$ cat src/rtl/dmux4way_dispatcher.sv
// dmux4way_dispatcher: single-word skid dispatcher that routes a 16-bit
// upstream stream to one of four valid/ready sinks, either in strict
// round-robin rotation or to a fixed channel. Target select is decoded
// through a DMux4Way primitive.

// dmux4way: 1-to-4 demultiplexer, routes 'in' to the output picked by sel.
module dmux4way (
  input  logic       in,
  input  logic [1:0] sel,
  output logic       a,
  output logic       b,
  output logic       c,
  output logic       d
);

  // Route the input to exactly one output; the others stay low.
  always_comb begin
    a = 1'b0;
    b = 1'b0;
    c = 1'b0;
    d = 1'b0;
    case (sel)
      2'd0:    a = in;
      2'd1:    b = in;
      2'd2:    c = in;
      default: d = in;
    endcase
  end

endmodule

module dmux4way_dispatcher (
  input  logic        clk,
  input  logic        rst_n,
  input  logic        in_valid,
  output logic        in_ready,
  input  logic [15:0] in_data,
  input  logic        mode,
  input  logic [1:0]  fixed_sel,
  output logic [3:0]  out_valid,
  input  logic [3:0]  out_ready,
  output logic [15:0] out_data,
  output logic [1:0]  sel,
  output logic [7:0]  sent_cnt
);

  localparam logic [0:0] IDLE = 1'b0;
  localparam logic [0:0] HOLD = 1'b1;

  logic [0:0]  state;
  logic [15:0] data_q;
  logic [1:0]  rr_ptr;
  logic        held_mode;   // mode of the word currently held

  logic        holding;
  logic        xfer;
  logic        accept;
  logic [1:0]  next_ptr;
  logic [1:0]  target;

  // Handshake decode: transfer, accept and the target of a new word.
  // next_ptr is the pointer after any transfer this cycle, so a word accepted
  // alongside a round-robin transfer goes to the following channel.
  always_comb begin
    holding  = (state == HOLD);
    xfer     = holding && out_ready[sel];
    in_ready = !holding || out_ready[sel];
    accept   = in_valid && in_ready;
    next_ptr = (xfer && !held_mode) ? sel + 2'd1 : rr_ptr;
    target   = mode ? fixed_sel : next_ptr;
  end

  // State, data, target and counter update; reset wins over everything.
  always_ff @(posedge clk) begin
    if (!rst_n) begin
      state     <= IDLE;
      data_q    <= '0;
      sel       <= '0;
      rr_ptr    <= '0;
      held_mode <= 1'b0;
      sent_cnt  <= '0;
    end else begin
      if (xfer) begin
        sent_cnt <= sent_cnt + 8'd1;
        rr_ptr   <= next_ptr;
      end
      if (accept) begin
        state     <= HOLD;
        data_q    <= in_data;
        sel       <= target;
        held_mode <= mode;
      end else if (xfer) begin
        state <= IDLE;
      end
    end
  end

  assign out_data = data_q;

  dmux4way u_dmux (
    .in  (holding),
    .sel (sel),
    .a   (out_valid[0]),
    .b   (out_valid[1]),
    .c   (out_valid[2]),
    .d   (out_valid[3])
  );

endmodule

$ cat config.mk
export PLATFORM = sky130hd
export DESIGN_NAME = dmux4way_dispatcher
export DESIGN_NICKNAME = d
export VERILOG_FILES = /design/src/rtl/dmux4way_dispatcher.sv
export SDC_FILE = /design/constraint.sdc
export NUM_CORES = 1
export LEC_CHECK = 0
export CAP_MARGIN = 20
export CORE_MARGIN = 2
export CORE_UTILIZATION = 46
export CTS_CLUSTER_SIZE = 24
export DETAILED_ROUTE_END_ITERATION = 7
export PLACE_DENSITY = 0.84
export SETUP_SLACK_MARGIN = 0.4
export SYNTH_ARGS = -nofsm -noshare
export SYNTH_HDL_FRONTEND = slang
export SYNTH_SLANG_ARGS = --single-unit
$ cat constraint.sdc
create_clock -name clk -period 4.2 [get_ports clk]
set_input_delay 0.42 -clock clk [delete_from_list [all_inputs] [get_ports clk]]
set_output_delay 0.42 -clock clk [all_outputs]
set_load 0.01 [all_outputs]
==> impl_metrics.py, run 1 <==
metrics = {
    "route": {
        "wl_per_cell_um": 12.5,
        "vias": 1247,
        "drt-initial-drc-count": 44,
        "drt_pass1_iterations": 4,
        "drc_errors": 0,
        "wl_um": 3060,
        "vias_per_cell": 5.09,
        "ant_nets": 0,
    },
    "synth": {
        "syn_inst": 161,
        "mappedNetlistArea_um2": 1430,
        "synth_edf_count": 0,
        "synth_ff_type": "dfxtp_1",
        "syn_nets": 192,
        "yosysSeqAreaShare": 0.421,
        "postSynth.asyncResetShare": 0,
        "yosysUniqueCellTypes": 32,
        "ys_seq_elements": 30,
        "yosysWarnings": 0,
        "postSynthAreaPerCell_um2": 8.86,
    },
    "clock_tree": {
        "cts_max_level": 2,
        "numClockSinks": 30,
        "cts_tree": "yes",
        "clk_pin_slew_worst_paths_ns": 0.10,
        "cts.path.max_buffers": 2,
        "postCtsHoldBufs": 0,
        "cts_buffers": 5,
        "root_buffer": "clkbuf_4",
        "ctsResizeCount": 0,
        "postCtsSetupBuffers": 0,
        "worst_skew_pair.late_latency_ns": 0.32,
    },
    "placed_design": {
        "dpl.hpwl_um": 2290,
        "gp_congestion": 0.860,
        "place_worst_setup_slack_ns": 1.60,
        "placed_cells": 237,
        "numPortBuffers": 56,
    },
    "layout": {
        "n_antenna_cell": 0,
        "drive_gt1_frac": 0.146,
        "synthToLayoutAreaGrowth_pct": 39.8,
        "fin_cells": 245,
        "final_nets": 242,
    },
    "floorplanning": {
        "start_util": 0.475,
        "io_pins": 57,
        "core.rowCount": 20,
        "dieArea_um2": 3560,
        "dieWidth_um": 59.7,
        "die_h_um": 59.7,
        "core_um2": 3000,
    },
    "timing": {
        "fmax_mhz": 382,
        "rsz0062_at_grt": "false",
        "setup_slack_ns": 1.58,
        "slew_headroom": 0.346,
        "skew_ns": 0.00306,
        "finalSetupViolCount": 0,
        "min_period_ns": 2.62,
        "maxSlewViolCount": 0,
        "worstMarginPinSlew_ns": 0.980,
        "fin_crit_sh": 0.623,
        "tns_ns": 0,
        "hold_viol": 0,
    },
    "min_path": {
        "hp-class": "flop to flop",
    },
    "worst_setup_path": {
        "crit_type": "flop to primary output",
        "required_ns": 3.78,
        "start_kind": "flop",
        "worstSetupEndpointType": "primary output",
        "cp_max_fo": 11,
        "cp_data_arrival_time_ns": 2.20,
    },
    "grt": {
        "grt_max_degree": 30,
        "grt-ovfl-total": 0,
        "grt_pass1_wl_um": 4880,
        "antenna_found_initial": 0,
        "grt_pass1_vias": 1166,
        "grt_usage": 0.184,
    },
    "flow_run": {
        "cap_violations": 0,
    },
    "power_and_ir_drop": {
        "power.density_nw_per_um2": 307,
        "vdd_drop_max_mv": 0.185,
        "p_leak_nw": 0.760,
    },
    "run_status": {
        "status": "finished clean",
    },
}
-- sequential cells by signal (all words and copies together) (netlist names) --
register	cells
held_mode	1
out_data	16
sent_cnt	8
sel	2
holding	1
rr_ptr	2
-- layout make-up --
class | count | area, µm²
Clock buffer | 6 | 51.3
Clock inverter | 2 | 12.5
Fill cell | 265 | 1010
Inverter | 5 | 18.8
Multi-Input combinational cell | 113 | 709
Sequential cell | 30 | 601
Tap cell | 33 | 41.3
Timing Repair Buffer | 56 | 561
-- final timing paths --
path                    start          end  slack [ns]  cells past startpoint
setup / recovery       sel[0]     in_ready        1.58                      3
hold / removal    out_data[3]  out_data[3]        0.46                      2
setup reg to reg       sel[0]       sel[1]        2.03                      4
hold reg to reg   out_data[3]  out_data[3]        0.46                      2
-- placed cells by master (no fill, tap or decap), drive strengths merged --
cell type      synthesis  layout
clkdlybuf4s50          0      56
nand2                 40      40
dfxtp                 30      30
a21oi                 21      21
nor2                   8       8
nand3                  7       7
xor2                   6       6
clkbuf                 4       6
inv                    5       5
and2                   5       5
ha                     5       5
mux2                   3       3
and3                   3       3
o21ai                  3       3
or3                    2       2
nand4                  2       2
mux4                   1       1
nand2b                 1       1
o21a                   1       1
nor2b                  1       1
mux2i                  1       1
o221ai                 1       1
and4                   1       1
a2bb2oi                1       1
clkinv                 0       1
clkinvlp               0       1
-- worst max-delay path, cell delays in order, from the launching register on --
cell             delay, ns
dfxtp_1               0.47
mux4_2                0.68
nand2b_1              0.22
clkdlybuf4s50_1       0.50
-- through the flow --
stage | hold slack (ns) | cell area (µm²) | util | power, mW
global route | 0.489 | 1990 | 0.664 | 0.648
global placement | 0.445 | 1930 | 0.643 | 0.435
finish | 0.463 | 1990 | 0.664 | 0.612
detailed placement | 0.451 | 1930 | 0.643 | 0.439
floorplan | 0.437 | 1430 | - | 0.385
CTS | 0.465 | 1990 | 0.664 | 0.621
-- power breakdown --
group / switching, mW / leakage (nW) / internal [mW]
logic: 0.0530 / 0.480 / 0.0650
clock network: 0.101 / 0.0343 / 0.0804
registers: 0.0134 / 0.246 / 0.299
total: 0.168 / 0.760 / 0.445
-- synthesized netlist by cell type, drive strengths merged (2+ instances only) --
| master | count | area share |
|---|---|---|
| nand2 | 40 | 0.12 |
| dfxtp | 30 | 0.42 |
| a21oi | 21 | 0.095 |
| buf | 9 | 0.058 |
| nor2 | 8 | 0.021 |
| nand3 | 7 | 0.025 |
| xor2 | 6 | 0.037 |
| and2 | 5 | 0.022 |
| ha | 5 | 0.044 |
| inv | 5 | 0.013 |
| clkbuf | 4 | 0.011 |
| and3 | 3 | 0.013 |
| mux2 | 3 | 0.024 |
| o21ai | 3 | 0.021 |
| nand4 | 2 | 0.013 |
| or3 | 2 | 0.0088 |
-- per-layer routing --
| layer | up-vias | wire (µm) | share of wire | global-route usage |
|---|---|---|---|---|
| met2 | 42 | 1540 | 0.51 | 0.335 |
| met1 | 575 | 1260 | 0.41 | 0.182 |
| met4 | 0 | 13 | 0.0043 | 0.0635 |
| met5 | - | 0 | 0 | 0 |
| met3 | 2 | 235 | 0.077 | 0.0844 |
| li1 | 628 | - | - | - |
-- cell families after synthesis --
logic type	synth area share
compound gates	0.133
flops	0.421
fa+ha+maj	0.0439
simple gates	0.237
xor+xnor	0.0368
mux	0.0465
buf+inv	0.0816
No activity file was read; power rests on OpenSTA's default activity.
==> run 2: changes to the inputs <==
--- a/config.mk
+++ b/config.mk
@@ -7,10 +7,10 @@
 export LEC_CHECK = 0
 export CAP_MARGIN = 20
 export CORE_MARGIN = 2
-export CORE_UTILIZATION = 46
+export CORE_UTILIZATION = 38
 export CTS_CLUSTER_SIZE = 24
 export DETAILED_ROUTE_END_ITERATION = 7
-export PLACE_DENSITY = 0.84
+export PLACE_DENSITY = 0.74
 export SETUP_SLACK_MARGIN = 0.4
 export SYNTH_ARGS = -nofsm -noshare
 export SYNTH_HDL_FRONTEND = slang
==> constraint.sdc (replaced) <==
create_clock -name clk -period 2.18 [get_ports clk]
set_input_delay 0.218 -clock clk [delete_from_list [all_inputs] [get_ports clk]]
set_output_delay 0.218 -clock clk [all_outputs]
set_load 0.01 [all_outputs]
==> impl_metrics.py, run 2 (synthesized netlist as in run 1, its figures left out) <==
metrics = {
    "clock_tree": {
        "cts_buffers": 5,
        "root_buffer": "clkbuf_8",
        "cts.path.max_buffers": 2,
        "worst_skew_pair.late_latency_ns": 0.29,
        "numClockSinks": 30,
        "cts_tree": "yes",
        "clk_pin_slew_worst_paths_ns": 0.07,
        "cts_max_level": 2,
    },
    "floorplanning": {
        "start_util": 0.393,
        "io_pins": 57,
        "dieArea_um2": 4260,
        "die_h_um": 65.3,
        "core_um2": 3630,
        "core.rowCount": 22,
        "dieWidth_um": 65.3,
    },
    "layout": {
        "layout_common_cells": "clkdlybuf4s50_1 (51), nand2_1 (32), dfxtp_1 (28)",
        "finish.utilization": 0.594,
        "synthToLayoutAreaGrowth_pct": 51.4,
        "n_antenna_cell": 0,
        "mostFrequentLayoutCell": "clkdlybuf4s50_1",
        "final_nets": 253,
        "largest_reg_flops": 16,
        "ff_latch_area_um2": 606,
        "fillCellCount": 339,
        "multi_input_area_um2": 732,
        "drive_gt1_frac": 0.220,
    },
    "timing": {
        "tns_ns": 0,
        "skew_ns": 0.00371,
        "rsz0062_at_grt": "true",
        "fin_crit_sh": 0.807,
        "min_period_ns": 1.76,
        "finalSetupViolCount": 0,
        "worstMarginPinSlew_ns": 0.351,
        "maxSlewViolCount": 0,
        "hold_viol": 0,
        "slew_headroom": 0.766,
        "fmax_mhz": 569,
    },
    "route": {
        "wl_per_cell_um": 12.0,
        "vias_per_cell": 4.68,
        "drt_pass1_iterations": 4,
        "drc_errors": 0,
        "wl_um": 3260,
        "vias": 1267,
        "drt-initial-drc-count": 51,
        "ant_nets": 0,
    },
    "grt": {
        "grt_pass1_wl_um": 5410,
        "grt_usage": 0.167,
        "antenna_found_initial": 0,
        "grt_max_degree": 29,
        "grt_pass1_vias": 1192,
        "grt-ovfl-total": 0,
    },
    "min_path": {
        "hp-class": "flop to flop",
    },
    "flow_run": {
        "cap_violations": 0,
    },
    "worst_setup_path": {
        "cp_data_arrival_time_ns": 1.54,
        "cp_max_fo": 3,
        "required_ns": 1.96,
        "worstSetupEndpointType": "primary output",
        "crit_type": "flop to primary output",
        "start_kind": "flop",
    },
    "power_and_ir_drop": {
        "p_leak_nw": 0.870,
        "vdd_drop_max_mv": 0.388,
        "power.density_nw_per_um2": 619,
    },
    "placed_design": {
        "dpl.hpwl_um": 2290,
        "gp_congestion": 0.767,
        "numPortBuffers": 56,
    },
    "run_status": {
        "status": "finished clean",
    },
}
-- run 2: metal layers --
metal / wire [µm] / vias up / track usage
met1: 1440 / 570 / 0.197
li1: - / 647 / -
met2: 1510 / 43 / 0.264
met3: 264 / 7 / 0.0719
met5: 0 / - / 0
met4: 45 / 0 / 0.0703
-- run 2: path summary, 6_finish.rpt --
path,startpoint,endpoint,slack (ns),cells past startpoint
worst min-delay path,held_mode,held_mode,0.45,2
worst min register to register,held_mode,held_mode,0.45,2
worst max-delay path,sel[0],out_valid[1],0.42,5
worst max register to register,sel[0],out_data[9],0.46,6
-- run 2: critical path, stage by stage, from the launching register on --
cell           delay (ns)
dfxtp_4              0.36
buf_4                0.14
buf_4                0.12
ha_1                 0.20
and2_1               0.15
dlygate4sd2_1        0.28
-- run 2: cell type report --
class,count,share of cell area
Timing Repair Buffer,67,0.300
Multi-Input combinational cell,113,0.339
Tap cell,48,0.0278
Clock buffer,6,0.0382
Clock inverter,2,0.00579
Sequential cell,30,0.280
Inverter,5,0.00869
-- run 2: where the power goes --
| part | internal, mW | switching [mW] |
|---|---|---|
| Sequential | 0.578 | 0.0238 |
| Combinational | 0.149 | 0.115 |
| Clock | 0.253 | 0.218 |
-- run 2: per-stage QoR --
step           setup WS, ns  area [µm²]  total power [mW]  instances  hold WS, ns
5_1_grt               0.379        2160              1.40        271        0.475
6_report              0.422        2160              1.34        271        0.453
2_1_floorplan         0.483        1430             0.743        161        0.347
3_3_place_gp          0.153        2000             0.857        259        0.442
3_5_place_dp          0.119        2000             0.860        259        0.447
4_1_cts               0.321        2130              1.35        270        0.456
-- run 2: timing repair --
action	in CTS	in global routing
hold buffers	0	0
resized for setup	10	7
pin swaps	1	1
buffers inserted	3	1
cloned	0	0
setup endpoints to repair	24	21
endpoints found under the hold margin	0	0
==> run 3: changes to the inputs <==
==> constraint.sdc (replaced) <==
create_clock -name clk -period 1.5 [get_ports clk]
set_input_delay 0.15 -clock clk [delete_from_list [all_inputs] [get_ports clk]]
set_output_delay 0.15 -clock clk [all_outputs]
set_load 0.01 [all_outputs]
==> impl_metrics.py, run 3 (synthesized netlist as in run 1, its figures left out) <==
metrics = {
    "power_and_ir_drop": {
        "power_frac_clock": 0.377,
        "p_leak_nw": 1.06,
        "p_switching_uw": 564,
        "power_frac_comb": 0.226,
        "power.density_nw_per_um2": 906,
        "seqPwrFrac": 0.397,
        "p_int_mw": 1.65,
        "vdd_drop_max_mv": 0.587,
        "switching_share": 0.255,
    },
    "worst_setup_path": {
        "slowest_delay_ns": 0.55,
        "crit_type": "flop to flop",
        "required_ns": 1.72,
        "path_cells": "mux4_2 > buf_6 > o21ai_4 > buf_6 > buf_8 > nand2_1 > a21oi_2",
        "start_kind": "flop",
        "cp_max_fo": 7,
        "crit_top_cell": "buf_6",
        "crit_start": "sel[0]",
        "cp_slowest_cell": "mux4_2",
        "worstSetupEndpointType": "flop",
        "r2r_start": "sel[0]",
        "cp_data_arrival_time_ns": 1.94,
    },
    "placed_design": {
        "place_worst_setup_slack_ns": -0.424,
        "gp_congestion": 0.773,
        "dpl.hpwl_um": 2270,
        "numPortBuffers": 56,
        "place_area_um2": 2050,
    },
    "floorplanning": {
        "core_um2": 3630,
        "dieArea_um2": 4260,
        "die_h_um": 65.3,
        "io_pins": 57,
        "core.rowCount": 22,
        "dieWidth_um": 65.3,
        "start_util": 0.393,
    },
    "timing": {
        "fmax_mhz": 582,
        "setup_slack_ns": -0.220,
        "slew_headroom": 0.749,
        "fin_crit_sh": 1.15,
        "worstMarginPinSlew_ns": 0.375,
        "finalSetupViolCount": 33,
        "maxSlewViolCount": 0,
        "rsz0062_at_grt": "true",
        "hold_viol": 0,
        "skew_ns": 0.00517,
        "min_period_ns": 1.72,
        "hold_slack_ns": 0.419,
    },
    "clock_tree": {
        "cts.path.max_buffers": 2,
        "root_buffer": "clkbuf_8",
        "clk_pin_slew_worst_paths_ns": 0.06,
        "worst_skew_pair.late_latency_ns": 0.28,
        "cts_buffers": 5,
        "numClockSinks": 30,
        "cts_max_level": 2,
        "postCtsHoldBufs": 0,
        "cts_tree": "yes",
    },
    "layout": {
        "largest_reg_flops": 16,
        "mostFrequentLayoutCell": "clkdlybuf4s50_1",
        "layout_common_cells": "clkdlybuf4s50_1 (25), nand2_1 (24), dfxtp_1 (21)",
        "finish.utilization": 0.672,
        "drive_gt1_frac": 0.425,
        "n_antenna_cell": 0,
        "fin_area_um2": 2440,
        "final_nets": 264,
        "synthToLayoutAreaGrowth_pct": 71.2,
    },
    "route": {
        "drt_pass1_iterations": 4,
        "wl_per_cell_um": 13.7,
        "vias": 1355,
        "vias_per_cell": 4.82,
        "wl_um": 3860,
        "ant_nets": 0,
        "drt-initial-drc-count": 55,
        "drc_errors": 0,
    },
    "grt": {
        "antenna_found_initial": 0,
        "grt_max_degree": 29,
        "grt_pass1_vias": 1322,
        "grt_usage": 0.181,
        "grt-ovfl-total": 0,
        "grt_pass1_wl_um": 5880,
    },
    "run_status": {
        "status": "finished with violations",
        "failed_checks": "negative setup slack",
    },
    "min_path": {
        "hold_start": "in_data[13]",
        "hp-class": "input port to flop",
    },
    "flow_run": {
        "cap_violations": 0,
    },
}
==> run 3: worst max-delay path, delay by kind of cell, from the launching register on <==
family	cells	cell delay, ns
muxes	1	0.55
DFF	1	0.35
AOI/OAI and AO/OA	2	0.26
buffers and inverters	3	0.41
and+or+nand+nor	1	0.08
==> run 3: per-layer routing <==
layer | GRT usage | vias up | routed length, µm
met5 | 0 | - | 0
met1 | 0.216 | 635 | 1560
li1 | - | 671 | -
met3 | 0.0616 | 7 | 261
met2 | 0.287 | 42 | 1980
met4 | 0.0964 | 0 | 61
==> run 3: power groups by stage <==
| stage | combinational, mW | sequential (mW) | clock, mW |
|---|---|---|---|
| 6_report | 0.500 | 0.878 | 0.834 |
| 5_1_grt | 0.537 | 0.885 | 0.890 |
| 4_1_cts | 0.422 | 0.874 | 0.850 |
| 3_5_place_dp | 0.377 | 0.887 | 0 |
| 3_3_place_gp | 0.375 | 0.887 | 0 |
| 2_1_floorplan | 0.182 | 0.903 | 0 |
==> run 3: metrics by stage <==
stage	power, mW	instances	setup TNS (ns)
after CTS	2.15	276	-4.28
final	2.21	281	-5.25
after global placement	1.26	263	-9.03
after global routing	2.31	281	-7.53
after floorplan	1.09	161	-1.92
after detailed placement	1.26	263	-9.31
==> run 3: final timing paths <==
| kind | depth (start not counted) | to | slack (ns) |
|---|---|---|---|
| worst min register to register | 2 | out_data[4] | 0.45 |
| worst min-delay path | 3 | out_data[13] | 0.42 |
| worst max-delay path | 7 | out_data[15] | -0.22 |
| worst max register to register | 7 | out_data[15] | -0.22 |
==> run 3: layout make-up <==
| cell class | count | area [µm²] |
|---|---|---|
| Multi-Input combinational cell | 113 | 886 |
| Inverter | 5 | 26.3 |
| Sequential cell | 30 | 617 |
| Clock inverter | 1 | 30.0 |
| Tap cell | 48 | 60.1 |
| Timing Repair Buffer | 78 | 741 |
| Clock buffer | 6 | 82.6 |
| Fill cell | 319 | 1190 |
==> run 3: repair_timing <==
| action | in CTS | in global routing |
|---|---|---|
| buffers inserted | 5 | 5 |
| cloned | 1 | 0 |
| pin swaps | 16 | 6 |
| endpoints found under the setup margin | 61 | 47 |
| gates resized for setup | 88 | 45 |
==> variant (settings of run 2) <==
`HOLD`: 1'b1 -> 1'b0.
--- a/src/rtl/dmux4way_dispatcher.sv
+++ b/src/rtl/dmux4way_dispatcher.sv
@@ -46,5 +46,5 @@
 
   localparam logic [0:0] IDLE = 1'b0;
-  localparam logic [0:0] HOLD = 1'b1;
+  localparam logic [0:0] HOLD = 1'b0;
 
   logic [0:0]  state;
Function: changed (a bounded check fails within 4 cycles, from zero or initial values and one cycle with rst_n low).
==> variant against run 2 <==
Sequential share of layout area increased by 1.8 points; final area decreased by 8.7%; via count decreased by 4.3%; critical path depth unchanged; total power decreased by 7.8%; sequential cell count decreased by 1; wire length decreased by 8.8%; non-clock buffer count decreased by 2; sequential power decreased by 3%; worst setup slack improved by 0.037 ns; area after synthesis decreased by 11%; global-route usage decreased by 1.2 points; critical path type is now flip-flop to flip-flop; largest cell class is now non-clock buffers.
==> variant: results <==
outcome:
  status: "finished, final reports clean"
power:
  ir_drop_uv: 323.2
  powerDensity_nw_per_um2: 625.2
  pwr-share-clk_pct: 29.8
  p_sw_uw: 321.3
route:
  wire_per_inst_um: 11.70
  met1Wirelength_mm: 1.254
  routed-via-count: 1212
  drt_iter0_markers: 70
yosys:
  synth_common_cells: "nand2_1, dfxtp_1, a21oi_1"
  syn_area_per_cell_um2: 8.673
  synthXorXnorAreaFrac_pct: 4.809
  synth.mux.area_fraction_pct: 5.005
  yosys.area_share.adder_pct: 4.907
  synth_area_leaders: "dfxtp_1, nand2_1, a21oi_1"
  synth_compound_area_share_pct: 11.09
  syn_nets: 178
  seq_area_frac_synth_pct: 45.53
global_route:
  grt_start_max_net_pins: 28
  use_met3_pct: 4.555
  gr-usage-met1_pct: 17.05
  track_usage_pct: 15.43
  grt_pass1_wl_mm: 4.250
  grt_pass1_vias: 1035
  use_met2_pct: 26.32
setup_path:
  regToRegEndpoint: "sel[0]$_SDFFE_PN0P_"
  cpPeakStageDelay_ns: 0.55
  critical_path.max_fanout: 7
  ff2ff_setup_slack_ns: 0.46
  cp.arrival_ns: 1.93
  cp_slowest_cell: "mux4_2"
hold_path:
  hold_start: "in_data[14]"
  hold_path_end: "out_data[14]$_SDFFE_PN0P_"
  whs_path_depth: 3
  min_path_type: "input pin to flip-flop"
place:
  place_area_um2: 1822
  place_ws_ns: 0.2586
  dp_cells: 240
  hpwlAfterDp_mm: 2.001
final_layout:
  largest_register_ffs: 16
  layoutNonFillerInstCount: 254
  fin_area_um2: 1971
  fillers: 294
timing:
  worst-slew-pin-transition_ns: 0.2885
  skew_ns: 0.003480
clock_network:
  clock_latency_ns: 0.32
variant: what timing repair did:
action	4_1_cts	5_1_grt
gates cloned	0	1
setup endpoints to repair	22	23
buffers inserted	1	4
resized for setup	5	10
hold endpoints to repair	0	0
variant: how the worst max path moves through the flow:
stage | to | slack, ns | depth (start not counted)
floorplan | sel[0]$_SDFFE_PN0P_ | 0.47 | 5
global placement | in_ready | 0.26 | 3
detailed placement | in_ready | 0.26 | 3
CTS | in_ready | 0.35 | 2
global route | sel[0]$_SDFFE_PN0P_ | 0.40 | 5
finish | sel[0]$_SDFFE_PN0P_ | 0.46 | 5
variant: cell type report:
cell class	instances	share of cell area (%)
Multi-Input combinational cell	102	29.84
Sequential cell	29	29.84
Timing Repair Buffer	65	33.08
Tap cell	46	2.921
Inverter	4	0.7619
Clock buffer	7	3.302
Clock inverter	1	0.2540
variant: tightest hold or removal path, cell delays in order:
cell,delay [ns]
clkdlybuf4s50_1,0.39
nand2_1,0.05
a21oi_1,0.05
